**src/rtl/toggle_rx.sv**
```systemverilog
// Toggle-coded (NRZI-style) line receiver: decodes bits, hunts for a sync word, then frames FRAME_WORDS words LSB first.
// Words appear one cycle after their last bit in a one-entry holding register; a word completing while it is full and unaccepted is dropped and flagged in overrun.
module toggle_rx #(
   parameter int                 DATA_W      = 8,
   parameter logic [DATA_W-1:0]  SYNC_PAT    = 8'h7E,
   parameter int                 FRAME_WORDS = 4
) (
   input  logic              clk,
   input  logic              rst,
   input  logic              bit_en,
   input  logic              line_in,
   output logic [DATA_W-1:0] rx_data,
   output logic              rx_valid,
   input  logic              rx_ready,
   output logic              in_frame,
   output logic              overrun,
   input  logic              ovr_clr
);

   localparam int              BC_W      = (DATA_W > 1) ? $clog2(DATA_W) : 1;
   localparam logic [BC_W-1:0] BIT_LAST  = BC_W'(DATA_W - 1);
   localparam logic [BC_W-1:0] BIT_ONE   = BC_W'(1);
   localparam logic [7:0]      WORD_LAST = 8'(FRAME_WORDS - 1);

   localparam logic [0:0] HUNT = 1'b0;
   localparam logic [0:0] DATA = 1'b1;

   logic [0:0]        state_q,     state_d;
   logic              line_prev_q, line_prev_d;
   logic [DATA_W-1:0] shift_q,     shift_d;
   logic [BC_W-1:0]   bit_cnt_q,   bit_cnt_d;
   logic [7:0]        word_cnt_q,  word_cnt_d;
   logic [DATA_W-1:0] rx_data_q,   rx_data_d;
   logic              rx_valid_q,  rx_valid_d;
   logic              overrun_q,   overrun_d;

   logic              d_bit;
   logic [DATA_W-1:0] shift_upd;
   logic              word_done;
   logic              ovr_set;

   assign d_bit     = line_in ^ line_prev_q;
   assign shift_upd = {d_bit, shift_q[DATA_W-1:1]};

   // Bit decode, sync hunt and word framing
   always_comb begin
      state_d     = state_q;
      line_prev_d = line_prev_q;
      shift_d     = shift_q;
      bit_cnt_d   = bit_cnt_q;
      word_cnt_d  = word_cnt_q;
      word_done   = 1'b0;
      if (bit_en) begin
         line_prev_d = line_in;
         shift_d     = shift_upd;
         case (state_q)
            HUNT: begin
               if (shift_upd == SYNC_PAT) begin
                  state_d    = DATA;
                  shift_d    = '0;
                  bit_cnt_d  = '0;
                  word_cnt_d = '0;
               end
            end
            default: begin
               if (bit_cnt_q == BIT_LAST) begin
                  word_done = 1'b1;
                  bit_cnt_d = '0;
                  if (word_cnt_q == WORD_LAST) begin
                     state_d    = HUNT;
                     shift_d    = '0;
                     word_cnt_d = '0;
                  end else begin
                     word_cnt_d = word_cnt_q + 8'd1;
                  end
               end else begin
                  bit_cnt_d = bit_cnt_q + BIT_ONE;
               end
            end
         endcase
      end
   end

   // A word completing on an accept edge replaces the outgoing one with no bubble
   always_comb begin
      rx_data_d  = rx_data_q;
      rx_valid_d = rx_valid_q;
      ovr_set    = 1'b0;
      if (word_done) begin
         if (!rx_valid_q || rx_ready) begin
            rx_data_d  = shift_upd;
            rx_valid_d = 1'b1;
         end else begin
            ovr_set = 1'b1;
         end
      end else if (rx_valid_q && rx_ready) begin
         rx_valid_d = 1'b0;
      end
      if (ovr_set) begin
         overrun_d = 1'b1;
      end else if (ovr_clr) begin
         overrun_d = 1'b0;
      end else begin
         overrun_d = overrun_q;
      end
   end

   always_ff @(posedge clk or posedge rst) begin
      if (rst) begin
         state_q     <= HUNT;
         line_prev_q <= 1'b0;
         shift_q     <= '0;
         bit_cnt_q   <= '0;
         word_cnt_q  <= '0;
         rx_data_q   <= '0;
         rx_valid_q  <= 1'b0;
         overrun_q   <= 1'b0;
      end else begin
         state_q     <= state_d;
         line_prev_q <= line_prev_d;
         shift_q     <= shift_d;
         bit_cnt_q   <= bit_cnt_d;
         word_cnt_q  <= word_cnt_d;
         rx_data_q   <= rx_data_d;
         rx_valid_q  <= rx_valid_d;
         overrun_q   <= overrun_d;
      end
   end

   assign rx_data  = rx_data_q;
   assign rx_valid = rx_valid_q;
   assign in_frame = (state_q == DATA);
   assign overrun  = overrun_q;

endmodule

```
**config.mk**
```make
export PLATFORM = sky130hd
export DESIGN_NAME = toggle_rx
export DESIGN_NICKNAME = d
export VERILOG_FILES = /design/src/rtl/toggle_rx.sv
export SDC_FILE = /design/constraint.sdc
export NUM_CORES = 1
export LEC_CHECK = 0
export CAP_MARGIN = 30
export CORE_AREA = 5 5 55 57
export CTS_CLUSTER_DIAMETER = 50
export DETAILED_ROUTE_END_ITERATION = 16
export DIE_AREA = 0 0 60 62
export GPL_TIMING_DRIVEN = 0
export PLACE_DENSITY = 0.78
export SKIP_LAST_GASP = 1
export SLEW_MARGIN = 5
export SYNTH_ARGS = -nofsm -noshare
export SYNTH_HDL_FRONTEND = slang
export SYNTH_SLANG_ARGS = --single-unit
export TNS_END_PERCENT = 50
```
**constraint.sdc**
```tcl
create_clock -name clk -period 3.2 [get_ports clk]
set_input_delay 0.32 -clock clk [delete_from_list [all_inputs] [get_ports clk]]
set_output_delay 0.32 -clock clk [all_outputs]
set_load 0.03 [all_outputs]
```
==> results of run 1 <==
## sequential cells by signal (all words and copies together) (netlist names)
name         cells
rx_data          8
word_cnt_q       8
shift_q          7
bit_cnt_q        3
in_frame         1
line_prev_q      1
overrun          1
rx_valid         1
## logic make-up (layout without fill, tap and decap cells)
family / count (synthesis) / in the layout / share of synthesized area [%]
compound gates: 31 / 31 / 15.01
xor+xnor: 1 / 1 / 0.6330
fa+ha+maj: 3 / 3 / 2.713
buf+inv: 15 / 40 / 4.159
flops: 30 / 30 / 54.25
mux: 10 / 10 / 8.409
simple gates: 41 / 41 / 14.83
## power breakdown
| part | internal (mW) | switching [mW] |
|---|---|---|
| Clock | 0.162 | 0.135 |
| Sequential | 0.433 | 0.0424 |
| Combinational | 0.0894 | 0.0955 |
| Total | 0.684 | 0.273 |
## placed cells by master (no fill, tap or decap), drive strengths merged, types with 4 or more instances in the layout
cell / instances
a31oi: 5
clkbuf: 8
clkdlybuf4s50: 16
dfrtp: 30
inv: 11
mux2: 10
nand2: 17
nand3: 4
nor2: 4
o21ai: 8
o22ai: 7
## routing by layer
metal	track usage, %	vias to the layer above
li1	-	515
met1	20.77	496
met2	31.64	21
met3	5.785	6
met4	9.494	0
met5	0	-
## through the flow
| step | instances | instance area, um^2 |
|---|---|---|
| global route | 186 | 1687 |
| finish | 186 | 1687 |
| floorplan | 131 | 1384 |
| CTS | 186 | 1687 |
| global placement | 177 | 1582 |
| detailed placement | 178 | 1609 |
## worst max-delay path by stage
| stage | endpoint | slack (ps) | cells after the start |
|---|---|---|---|
| 2_1_floorplan | word_cnt_q[1] | 1420 | 3 |
| 3_3_place_gp | word_cnt_q[1] | 1030 | 5 |
| 3_5_place_dp | word_cnt_q[1] | 1010 | 5 |
| 4_1_cts | rx_data[4] | 1310 | 6 |
| 5_1_grt | rx_data[4] | 1150 | 6 |
| 6_report | rx_data[4] | 1300 | 6 |
## area by class of cell
cell class | instances | area (um^2) | area share (%)
clock inverters | 3 | 40.04 | 2.374
well taps | 30 | 37.54 | 2.226
clock buffers | 5 | 37.54 | 2.226
inverters | 11 | 41.29 | 2.448
repair buffers | 17 | 187.7 | 11.13
flip-flops and latches | 30 | 750.7 | 44.51
plain buffers | 4 | 16.27 | 0.9644
multi-input cells | 86 | 575.6 | 34.12
==> results list, run 1 <==
* Status: complete, no violations
- Syn_nets: 140
- Register-to-Register Path Depth: 6
- Initial cell density of the core: roughly 57%
- Setup slack on the worst reg-to-reg path comes out at 1300 ps.
- TritonCTS built the clock tree.
- Synthesis inferred 30 register bits.
* Cell chosen for the clock root: sky130_fd_sc_hd__clkbuf_4
- After detailed routing, the met2 layer carries roughly 1400 um of wire.
- Clock-pin slew was measured on the worst setup and hold paths at around 100 ps.
* Input/output buffers: 16
- Via count of the first global-routing pass: 1098
- Drt initial violations: 38
- The final layout contains ~160 nets.
- Avg Vias per Cell: ~5.6
- Most frequently used cell type in the post-synthesis netlist: sky130_fd_sc_hd__dfrtp_1
* Row Count: 18
- Pin count of the biggest net entering global routing: 17
- DP Wirelength: approximately 2100 um
- Cells traversed along the worst timing path: ha_1 > ha_1 > nand3_1 > nor2b_1 > buf_2 > mux2_2
- Classification of the worst setup path: reg -> reg
* DIE WIDTH: approximately 60 um
- In this run the static leakage power is around 0.76 nW.
* GRT Util Overall: between 10% and 20%
- DRT Pass-1 Iters: 4
- The total area inside the core boundary comes to around 2400 um^2.
* CP top delay family: simple AND/OR/NAND/NOR gates
- Endpoint type of the worst setup path: register
- By count the netlist is led by sky130_fd_sc_hd__dfrtp_1, sky130_fd_sc_hd__nand2_1, sky130_fd_sc_hd__inv_1.
* Final Setup Violations: 0
- The later pin in the worst-skew pair is clocked with a latency of ~340 ps.
* Setup repair after global routing missed its margin: no
* Global route total overflow: 0
- Metal-1 WL: 1184 um
- PostCTS Resize Cnt: 0
- In the synthesized netlist the dominant register cell turns out to be sky130_fd_sc_hd__dfrtp_1.
* Highest routed metal layer: met4
- Yosys printed 0 warnings.
- Static timing analysis puts the maximum clock frequency at between 500 and 600 MHz.
- For the final database, setup skew stands at 6.466 ps.
* Clk sinks: 30
- Summing the sequential cell areas from Yosys gives ~54% of the chip area.
- Element type at the critical path start: register
- In this run the remaining antenna-violating nets after routing total 0.
* Fin util: between 60% and 70%
- 0 antenna diodes ended up in the layout.
- The cell that appears most often on the critical path is sky130_fd_sc_hd__ha_1.
- Vias after detailed routing: between 1k and 1.5k
* Worst reg2reg endpoint: rx_data[4]
* Summed negative setup slack over all endpoints: 0 ps
- Top cell type's share of synthesized area: a little over half
* Met3 routed WL: 126 um
* Number of different library cells in the post-synthesis netlist: 32
- Hold buffer count at CTS: 0
* Stage delay of the slowest cell on the critical path: roughly 380 ps
- The hold violation count in the final report came to 0.
* Die Y: 62 um
- Period utilization: 59.34%
- The die covers ~3700 um^2.
- Avg Synthesized Cell Area: approximately 11 um^2
* Min Clock Period, post-route: approximately 1900 ps
* Slew @ Worst Pin: 674.6 ps
- Wire length of the first global-routing pass: between 4000 and 5000 um
- I/O pins: 17
- H-tree depth reported by CTS: 2
* Number of antenna violations at the first check in global routing: 0
* DRC violation count after routing: 0
- Buffers added to address setup during post-CTS repair amount to 0.
- Power per standard cell area: 567.4 nW/um^2
* Dominant cell type by area after synthesis: sky130_fd_sc_hd__dfrtp_1
- Once routing completed, OpenROAD measured the worst setup slack at 1301 ps.
- Final count of pins violating max slew: 0
- The worst register-to-register path begins at bit_cnt_q[0].
- Data on the critical path arrives at its endpoint at between 2000 and 2500 ps.
- Worst hold slack: between 300 and 400 ps
- The cell area that synthesis handed to floorplanning was 1384 um^2.
* Total CTS buffers: 5
- Counting along the longest clock path gives a buffer depth of 2.
- The slowest stage of the critical path is the sky130_fd_sc_hd__dfrtp_1 cell.
* Number of instances in the synthesized netlist: between 100 and 150
- Filler cells: 201
* Maximum net fanout on the critical path: 8
- Top cells by area, synth: sky130_fd_sc_hd__dfrtp_1, sky130_fd_sc_hd__mux2_2, sky130_fd_sc_hd__nand2_1
- Cells with a size suffix above 1 make up approximately 15% of the layout.
- In this run, synthesis inferred 0 flip-flops with an integrated enable.
- After synthesis, the share of flip-flops with an asynchronous set or reset is between 90% and 100%.
- Area Growth Syn to Fin: 21.88%
- Worst Setup Slack post-DPL: 1007 ps
- At the end of routability-driven placement, the weighted congestion stood at 0.7568.
- The tool flagged a number of max-cap violations equal to 0.
- Summing internal, switching and leakage power gives 0.9570 mW.
- Data on the critical path is required at its endpoint by about 3400 ps.
* Class of the tightest hold or removal check: in -> async
- DRT Wirelength: 2779 um
- The worst pin sits at a relative slew slack of a little over half.
- Final routed wire length divided by cell count: between 10 and 15 um
- Together, buffers and inverters on the worst path number 1.
- Critical Path Source: bit_cnt_q[0]
- Maximum vdd drop: ~0.00046 V
Power figures use the tool's default switching activity.
==> run 2: changes to the inputs <==
CORE_AREA = 5 5 60 62   (was 5 5 55 57)
DIE_AREA = 0 0 65 67   (was 0 0 60 62)
PLACE_DENSITY = 0.68   (was 0.78)
clock period = 1.7 ns   (was 3.2 ns; I/O delays follow)
==> run 2 against run 1 <==
Global-route usage fell by 4.3 points. Non-clock buffer count is 9 higher. Total power rose by 84%. Maximum frequency grew 13%. Register-to-register slack got worse by 1300 ps. Cell count increased by 6.5%. Setup slack got worse by 1300 ps.
==> results list, run 2 (synthesis results as in run 1) <==
- Status: complete, no violations
- The deepest level of the CTS H-tree came to 2 (unchanged).
* Number of max-cap violations: 0 (unchanged)
* Wire length of the first global-routing pass: 4581 um (-5.0%)
- Cells traversed along the worst timing path: nand3b_1 > or4_4 > a21boi_4 > mux2_4
* GRT Util Overall: 14.17% (-4.3 points)
- Global route total overflow: 0 (unchanged)
- The setup violation total in the final timing report was 0 (unchanged).
- Class of the tightest hold or removal check: in -> async
- The worst IR drop on VDD came to 0.0005033 V (+10%).
* Stage delay of the slowest cell on the critical path: 550 ps (+170 ps)
- Area of the placeable core: 2978 um^2 (+22%)
* Busiest layer in global routing: met2
* Worst-case headroom to the max-slew limit: 58.77% (+3.8 points)
- Endpoint type of the worst setup path: register
- Die Y: 67 um (+8.1%)
* Weighted congestion reported at the end of routability-driven placement: 0.7124 (-5.9%)
* CP Buf/Inv Count: 0 (-1)
- Fraction of met3 tracks used by global routing: 5.902% (+0.12 points)
- Count of antenna diodes in the layout: 0 (unchanged)
- Pin count of the biggest net entering global routing: 18 (+1)
* Buffers from clock root to sink, at most: 2 (unchanged)
- DRT Pass-1 Iters: 4 (unchanged)
* Element type at the critical path start: register
- Avg Vias per Cell: 5.530 (-0.90%)
- Global-route met1 utilization: 15.31% (-5.5 points)
- Required time of the worst setup path: 1930 ps (-1490 ps)
- Fraction of final layout cells with drive strength greater than 1: 23.03% (+8.3 points)
* Hold buffer count at CTS: 0 (unchanged)
* Slew @ Worst Pin: 617.8 ps (-56.76 ps)
* Arrival time of data at the critical path endpoint: 1910 ps (-210 ps)
* Number of nets still failing antenna checks after routing: 0 (unchanged)
- Power per standard cell area: 985.4 nW/um^2 (+74%)
- The HPWL reported at the end of detailed placement was 1896 um (-7.6%).
* Multi-input gate area: 614.3 um^2 (+6.7%)
- DIE WIDTH: 65 um (+8.3%)
- In the layout the commonest cells are sky130_fd_sc_hd__dfrtp_1, sky130_fd_sc_hd__nand2_1, sky130_fd_sc_hd__clkdlybuf4s50_1.
- The filler cell count in the final layout is 234 (+16%).
- Final routed wire length divided by cell count: 14.44 um (-3.3%)
- Among cell families on the critical path, the largest total delay comes from simple AND/OR/NAND/NOR gates.
- Leakage power of the design: 0.7997 nW (+4.6%)
- The number of nets in the layout is 173 (+5.5%).
- Clk slew on worst S/H paths: 90 ps (about the same)
- Min Clock Period, post-route: 1682 ps (-217.1 ps)
- Maximum net fanout on the critical path: 2 (-6)
* Number of antenna violations at the first check in global routing: 0 (unchanged)
* Drt initial violations: 38 (unchanged)
- TritonCTS clock tree: yes
- The met2 capacity usage during global routing is 23.37% (-8.3 points).
* Clk sinks: 30 (unchanged)
- The final max-slew violation count was 0 (unchanged).
- Period utilization: 98.92% (+40 points)
- The utilization of the core after routing was 60.00% (-9.3 points).
- The number of I/O port buffers was 16 (unchanged).
* Setup repair after global routing missed its margin: yes
* Setup Skew: 6.655 ps (+0.1891 ps)
- The number of DRC violations after detailed routing was 0 (unchanged).
- Classification of the worst setup path: reg -> reg
- The total via count in the routed design is 1095 (+5.5%).
- Area taken by flip-flops and latches: 752.0 um^2 (+0.17%)
* Cell chosen for the clock root: sky130_fd_sc_hd__clkbuf_4
* Row Count: 20 (+2)
* Via count of the first global-routing pass: 1021 (-7.0%)
- Among all stages on the critical path, the largest delay is contributed by sky130_fd_sc_hd__or4_4.
- I/O pins: 17 (unchanged)
- Initial cell density of the core: 46.47% (-10 points)
- The overall power after layout was 1.761 mW (+84%).
* Highest Clock Rate: 594.7 MHz (+13%)
- Area Growth Syn to Fin: 29.11%
- Total CTS buffers: 5 (unchanged)
- The full die area was 4355 um^2 (+17%).
- DRT Wirelength: 2860 um (+2.9%)
- The worst-skew pair later-pin latency came to 340 ps (about the same).
- Most common cell after layout, fill and taps aside: sky130_fd_sc_hd__dfrtp_1
* Final hold vios: 0 (unchanged)
-- run 2: changes by cell type in the layout (fill, tap and decap cells not counted), sizes merged --
cell    change
buf         +9
clkbuf      +2
bufinv      -1
clkinv      -1
-- run 2: path summary, 6_finish.rpt --
kind | start | endpoint | slack (ps) | cells past startpoint
worst max register to register | shift_q[1] | word_cnt_q[1] | 20 | 4
max in group asynchronous | rst | rx_data[0] | 990 | 3
min in group clk | ovr_clr | overrun | 400 | 2
worst min-delay path | rst | overrun | 210 | 2
worst max-delay path | shift_q[1] | word_cnt_q[1] | 20 | 4
worst min register to register | rx_data[1] | rx_data[1] | 520 | 1
-- run 2: power by group --
part,switching [mW],internal (mW)
Combinational,0.203,0.217
Sequential,0.0813,0.816
Clock,0.244,0.200
-- run 2: per-layer routing --
layer	vias to the layer above	share of wire, %
li1	533	-
met1	531	44
met2	24	48
met3	7	5.2
met4	0	2.3
met5	-	0
-- run 2: final cells by class --
type | instances | area share (%)
Buffer | 4 | 1.261
Clock buffer | 7 | 3.081
Clock inverter | 1 | 0.2801
Inverter | 11 | 2.311
Multi-Input combinational cell | 86 | 34.38
Sequential cell | 30 | 42.09
Tap cell | 33 | 2.311
Timing Repair Buffer | 26 | 14.29
-- run 2: metrics by stage --
step | setup slack (ps) | hold slack (ps) | TNS (ps) | cell area, um^2 | instances
after floorplan | 1.128 | 260.7 | 0 | 1385 | 131
final | 18.36 | 206.4 | 0 | 1787 | 198
after detailed placement | -321.1 | 498.4 | -3411 | 1614 | 181
after global routing | -26.36 | 258.5 | -55.37 | 1787 | 198
after global placement | -308.0 | 479.9 | -2961 | 1587 | 180
after CTS | -15.42 | 217.0 | -18.93 | 1702 | 190
-- run 2: repair_timing --
item                                   CTS  global route
pin swaps                                2             3
setup endpoints to repair               13            22
resized for setup                        4             6
endpoints found under the hold margin    0             0
setup buffers                            1             8
==> run 3: changes to the inputs <==
GPL_ROUTABILITY_DRIVEN = 0   (was default)
SLEW_MARGIN = 20   (was 5)
==> run 3 against run 2 <==
Sequential share of layout area rose by 0.96 points. Critical path depth did not move. Total power fell by 0.98%. Via count fell by 0.37%. Sequential power barely moved. Global-route usage rose by 0.42 points. Clock skew fell by 1.5 ps. Die area did not move. Cell count fell by 1.0%. Design area fell by 2.2%. Flip-flop and latch count did not move. Routed wire length fell by 1.5%. Largest power group unchanged.
==> results list, run 3 (synthesis results as in run 1) <==
- Status: complete, no violations
* Total CTS buffers: 5 (unchanged)
- Pin count of the biggest net entering global routing: 31 (+13)
* H-tree depth reported by CTS: 2 (unchanged)
* Endpoint type of the worst setup path: register
* Power per standard cell area: 998.0 nW/um^2 (+1.3%)
- The I/O pin count came to 17 (unchanged).
* Avg Vias per Cell: 5.566 (+0.65%)
- Number of max-cap violations: 0 (unchanged)
- Drt initial violations: 36 (-5.3%)
* Source-to-sink clock delay at the later pin of the worst-skew pair: 330 ps (about the same)
- Setup Skew: 5.124 ps (-1.531 ps)
* Fraction of met3 tracks used by global routing: 5.734% (-0.17 points)
- The total global-route track usage is 14.58% (+0.42 points).
- Clk slew on worst S/H paths: 90 ps (about the same)
- The endpoint identified for the worst register-to-register timing path is word_cnt_q[1].
- Sequential share of power: 51.4% (+0.5 points)
- Leaving out fill and tap cells, the most frequent cells in the layout are sky130_fd_sc_hd__dfrtp_1, sky130_fd_sc_hd__nand2_1, sky130_fd_sc_hd__clkdlybuf4s50_1.
- Maximum vdd drop: 0.0005080 V (+0.93%)
- TritonCTS built the clock tree.
- Class of the tightest hold or removal check: in -> async
- The tree is rooted in a sky130_fd_sc_hd__clkbuf_4.
- The number of rows created at floorplan was 20 (unchanged).
* Final routed wire length divided by cell count: 14.38 um (-0.46%)
- Busiest layer in global routing: met2
- The remaining global-route overflow is 0 (unchanged).
- The clock network fraction of design power came to 25.4% (+0.2 points).
- Required time of the worst setup path: 1920 ps (about the same)
- The number of buffers inserted by hold repair at cts is 0 (unchanged).
* Number of nets still failing antenna checks after routing: 0 (unchanged)
- The leakage power is 0.7817 nW (-2.2%).
- The number of nets in the layout is 171 (-1.2%).
- The number of DRC violations after detailed routing is 0 (unchanged).
- Arrival time of data at the critical path endpoint: 1920 ps (about the same)
- Wire length of the first global-routing pass: 4788 um (+4.5%)
* Area Growth Syn to Fin: 26.22%
* Buffers from clock root to sink, at most: 2 (unchanged)
- Worst setup endpoint: word_cnt_q[1]
* Slew @ Worst Pin: 611.8 ps (-5.984 ps)
* Count of antenna diodes in the layout: 0 (unchanged)
- The number of global-route vias before repair came to 1048 (+2.6%).
- Setup repair after global routing missed its margin: yes
* Worst-case headroom to the max-slew limit: 59.15% (+0.38 points)
* Input/output buffers: 16 (unchanged)
- Register-to-Register Path Depth: 4 (unchanged)
* DRT Pass-1 Iters: 4 (unchanged)
* Period utilization: 99.71% (+0.79 points)
- The fraction of layout instances using a drive strength above 1 came to 22.09% (-0.94 points).
- Critical Path Source: shift_q[5]
* Portion of total power attributed to combinational logic: 23.1% (-0.7 points)
- Worst R2R Setup Slack: 5 ps (about the same)
* Full die area: 4355 um^2 (unchanged)
* Final hold vios: 0 (unchanged)
- Filler cells: 261 (+12%)
- Element type at the critical path start: register
* Die Y: 67 um (unchanged)
- Area of the placeable core: 2978 um^2 (unchanged)
* Global-route met1 utilization: 16.74% (+1.4 points)
- The met2 capacity usage during global routing is 23.63% (+0.26 points).
- Switching Share: 29.92% (-0.056 points)
* Worst hold slack: 215.4 ps (+8.995 ps)
- The final period demand of the worst path came to 1695 ps (+13.47 ps).
- The achievable clock frequency came to 589.9 MHz (-0.79%).
* Final Setup Violations: 0 (unchanged)
- The net switching power was 0.5215 mW (-1.2%).
- Final count of pins violating max slew: 0 (unchanged)
- Initial cell density of the core: 46.47% (unchanged)
* Internal portion of total power: 1.222 mW (-0.90%)
- The chip width came to 65 um (unchanged).
- The worst setup path is of the reg -> reg kind.
- Most common cell after layout, fill and taps aside: sky130_fd_sc_hd__dfrtp_1
- Summed negative setup slack over all endpoints: 0 ps (unchanged)
- In this run the critical register-to-register path is launched from shift_q[5].
* Clk sinks: 30 (unchanged)
- The initial antenna violation count is 0 (unchanged).
- DRT Wirelength: 2818 um (-1.5%)
- DP Wirelength: 1846 um (-2.6%)
- The biggest fanout along the worst timing path is 3 (+1).
* Vias after detailed routing: 1091 (-0.37%)
-- run 3: cell types whose count changed in the layout (fill, tap and decap cells not counted), sizes merged --
cell and delta:
buf -2
-- run 3: how the worst min path moves through the flow --
stage / slack, ps / to / start / cells past startpoint
after floorplan: 260 / bit_cnt_q[0] / rst / 1
after global placement: 480 / bit_cnt_q[1] / bit_cnt_q[1] / 1
after detailed placement: 500 / rx_data[1] / rx_data[1] / 1
after CTS: 240 / rx_data[5] / rst / 2
after global routing: 280 / shift_q[4] / rst / 2
final: 220 / overrun / rst / 2
-- run 3: routing by layer --
| metal | part of all wire [%] | vias to the layer above |
|---|---|---|
| met4 | 1.7 | 0 |
| met3 | 5.6 | 5 |
| li1 | - | 534 |
| met5 | 0 | - |
| met2 | 49 | 29 |
| met1 | 44 | 523 |
-- run 3: power groups by stage --
| stage | Sequential [mW] | Combinational, mW | Clock [mW] |
|---|---|---|---|
| after global routing | 0.910 | 0.448 | 0.500 |
| final | 0.897 | 0.403 | 0.444 |
| after global placement | 0.902 | 0.330 | 0 |
| after CTS | 0.897 | 0.379 | 0.466 |
| after floorplan | 0.953 | 0.166 | 0 |
| after detailed placement | 0.910 | 0.343 | 0 |
-- run 3: cell type report --
cell class                      count  area, um^2  area share (%)
Inverter                           11       41.29           2.364
Tap cell                           33       41.29           2.364
Timing Repair Buffer               24       220.2           12.61
Clock buffer                        7       55.05           3.152
Multi-Input combinational cell     86       609.3           34.89
Clock inverter                      1       5.005          0.2865
Sequential cell                    30       752.0           43.05
Buffer                              4       22.52           1.289
-- run 3: worst max-delay path, cell delays in order (launching register included) --
cell and delay [ps]:
sky130_fd_sc_hd__dfrtp_1 390, sky130_fd_sc_hd__nand4_1 130, sky130_fd_sc_hd__or4_4 570, sky130_fd_sc_hd__a21boi_4 190, sky130_fd_sc_hd__mux2_4 310
-- run 3: metrics by stage --
step,utilization [%],setup slack [ps],std cells,cell area [um^2],power [mW]
3_3_place_gp,53.28,-308.0,180,1587,1.232
4_1_cts,56.97,-7.106,192,1697,1.742
2_1_floorplan,-,1.128,131,1385,1.118
3_5_place_dp,53.28,-325.9,180,1587,1.252
6_report,58.66,4.884,196,1747,1.743
5_1_grt,58.66,-50.37,196,1747,1.858
-- run 3: what timing repair did --
action / in CTS / in global routing
setup endpoints to repair: 12 / 22
buffers inserted: 4 / 4
gates resized for setup: 4 / 5
pin swaps: 3 / 0
gates cloned: 0 / 0
hold endpoints to repair: 0 / 0
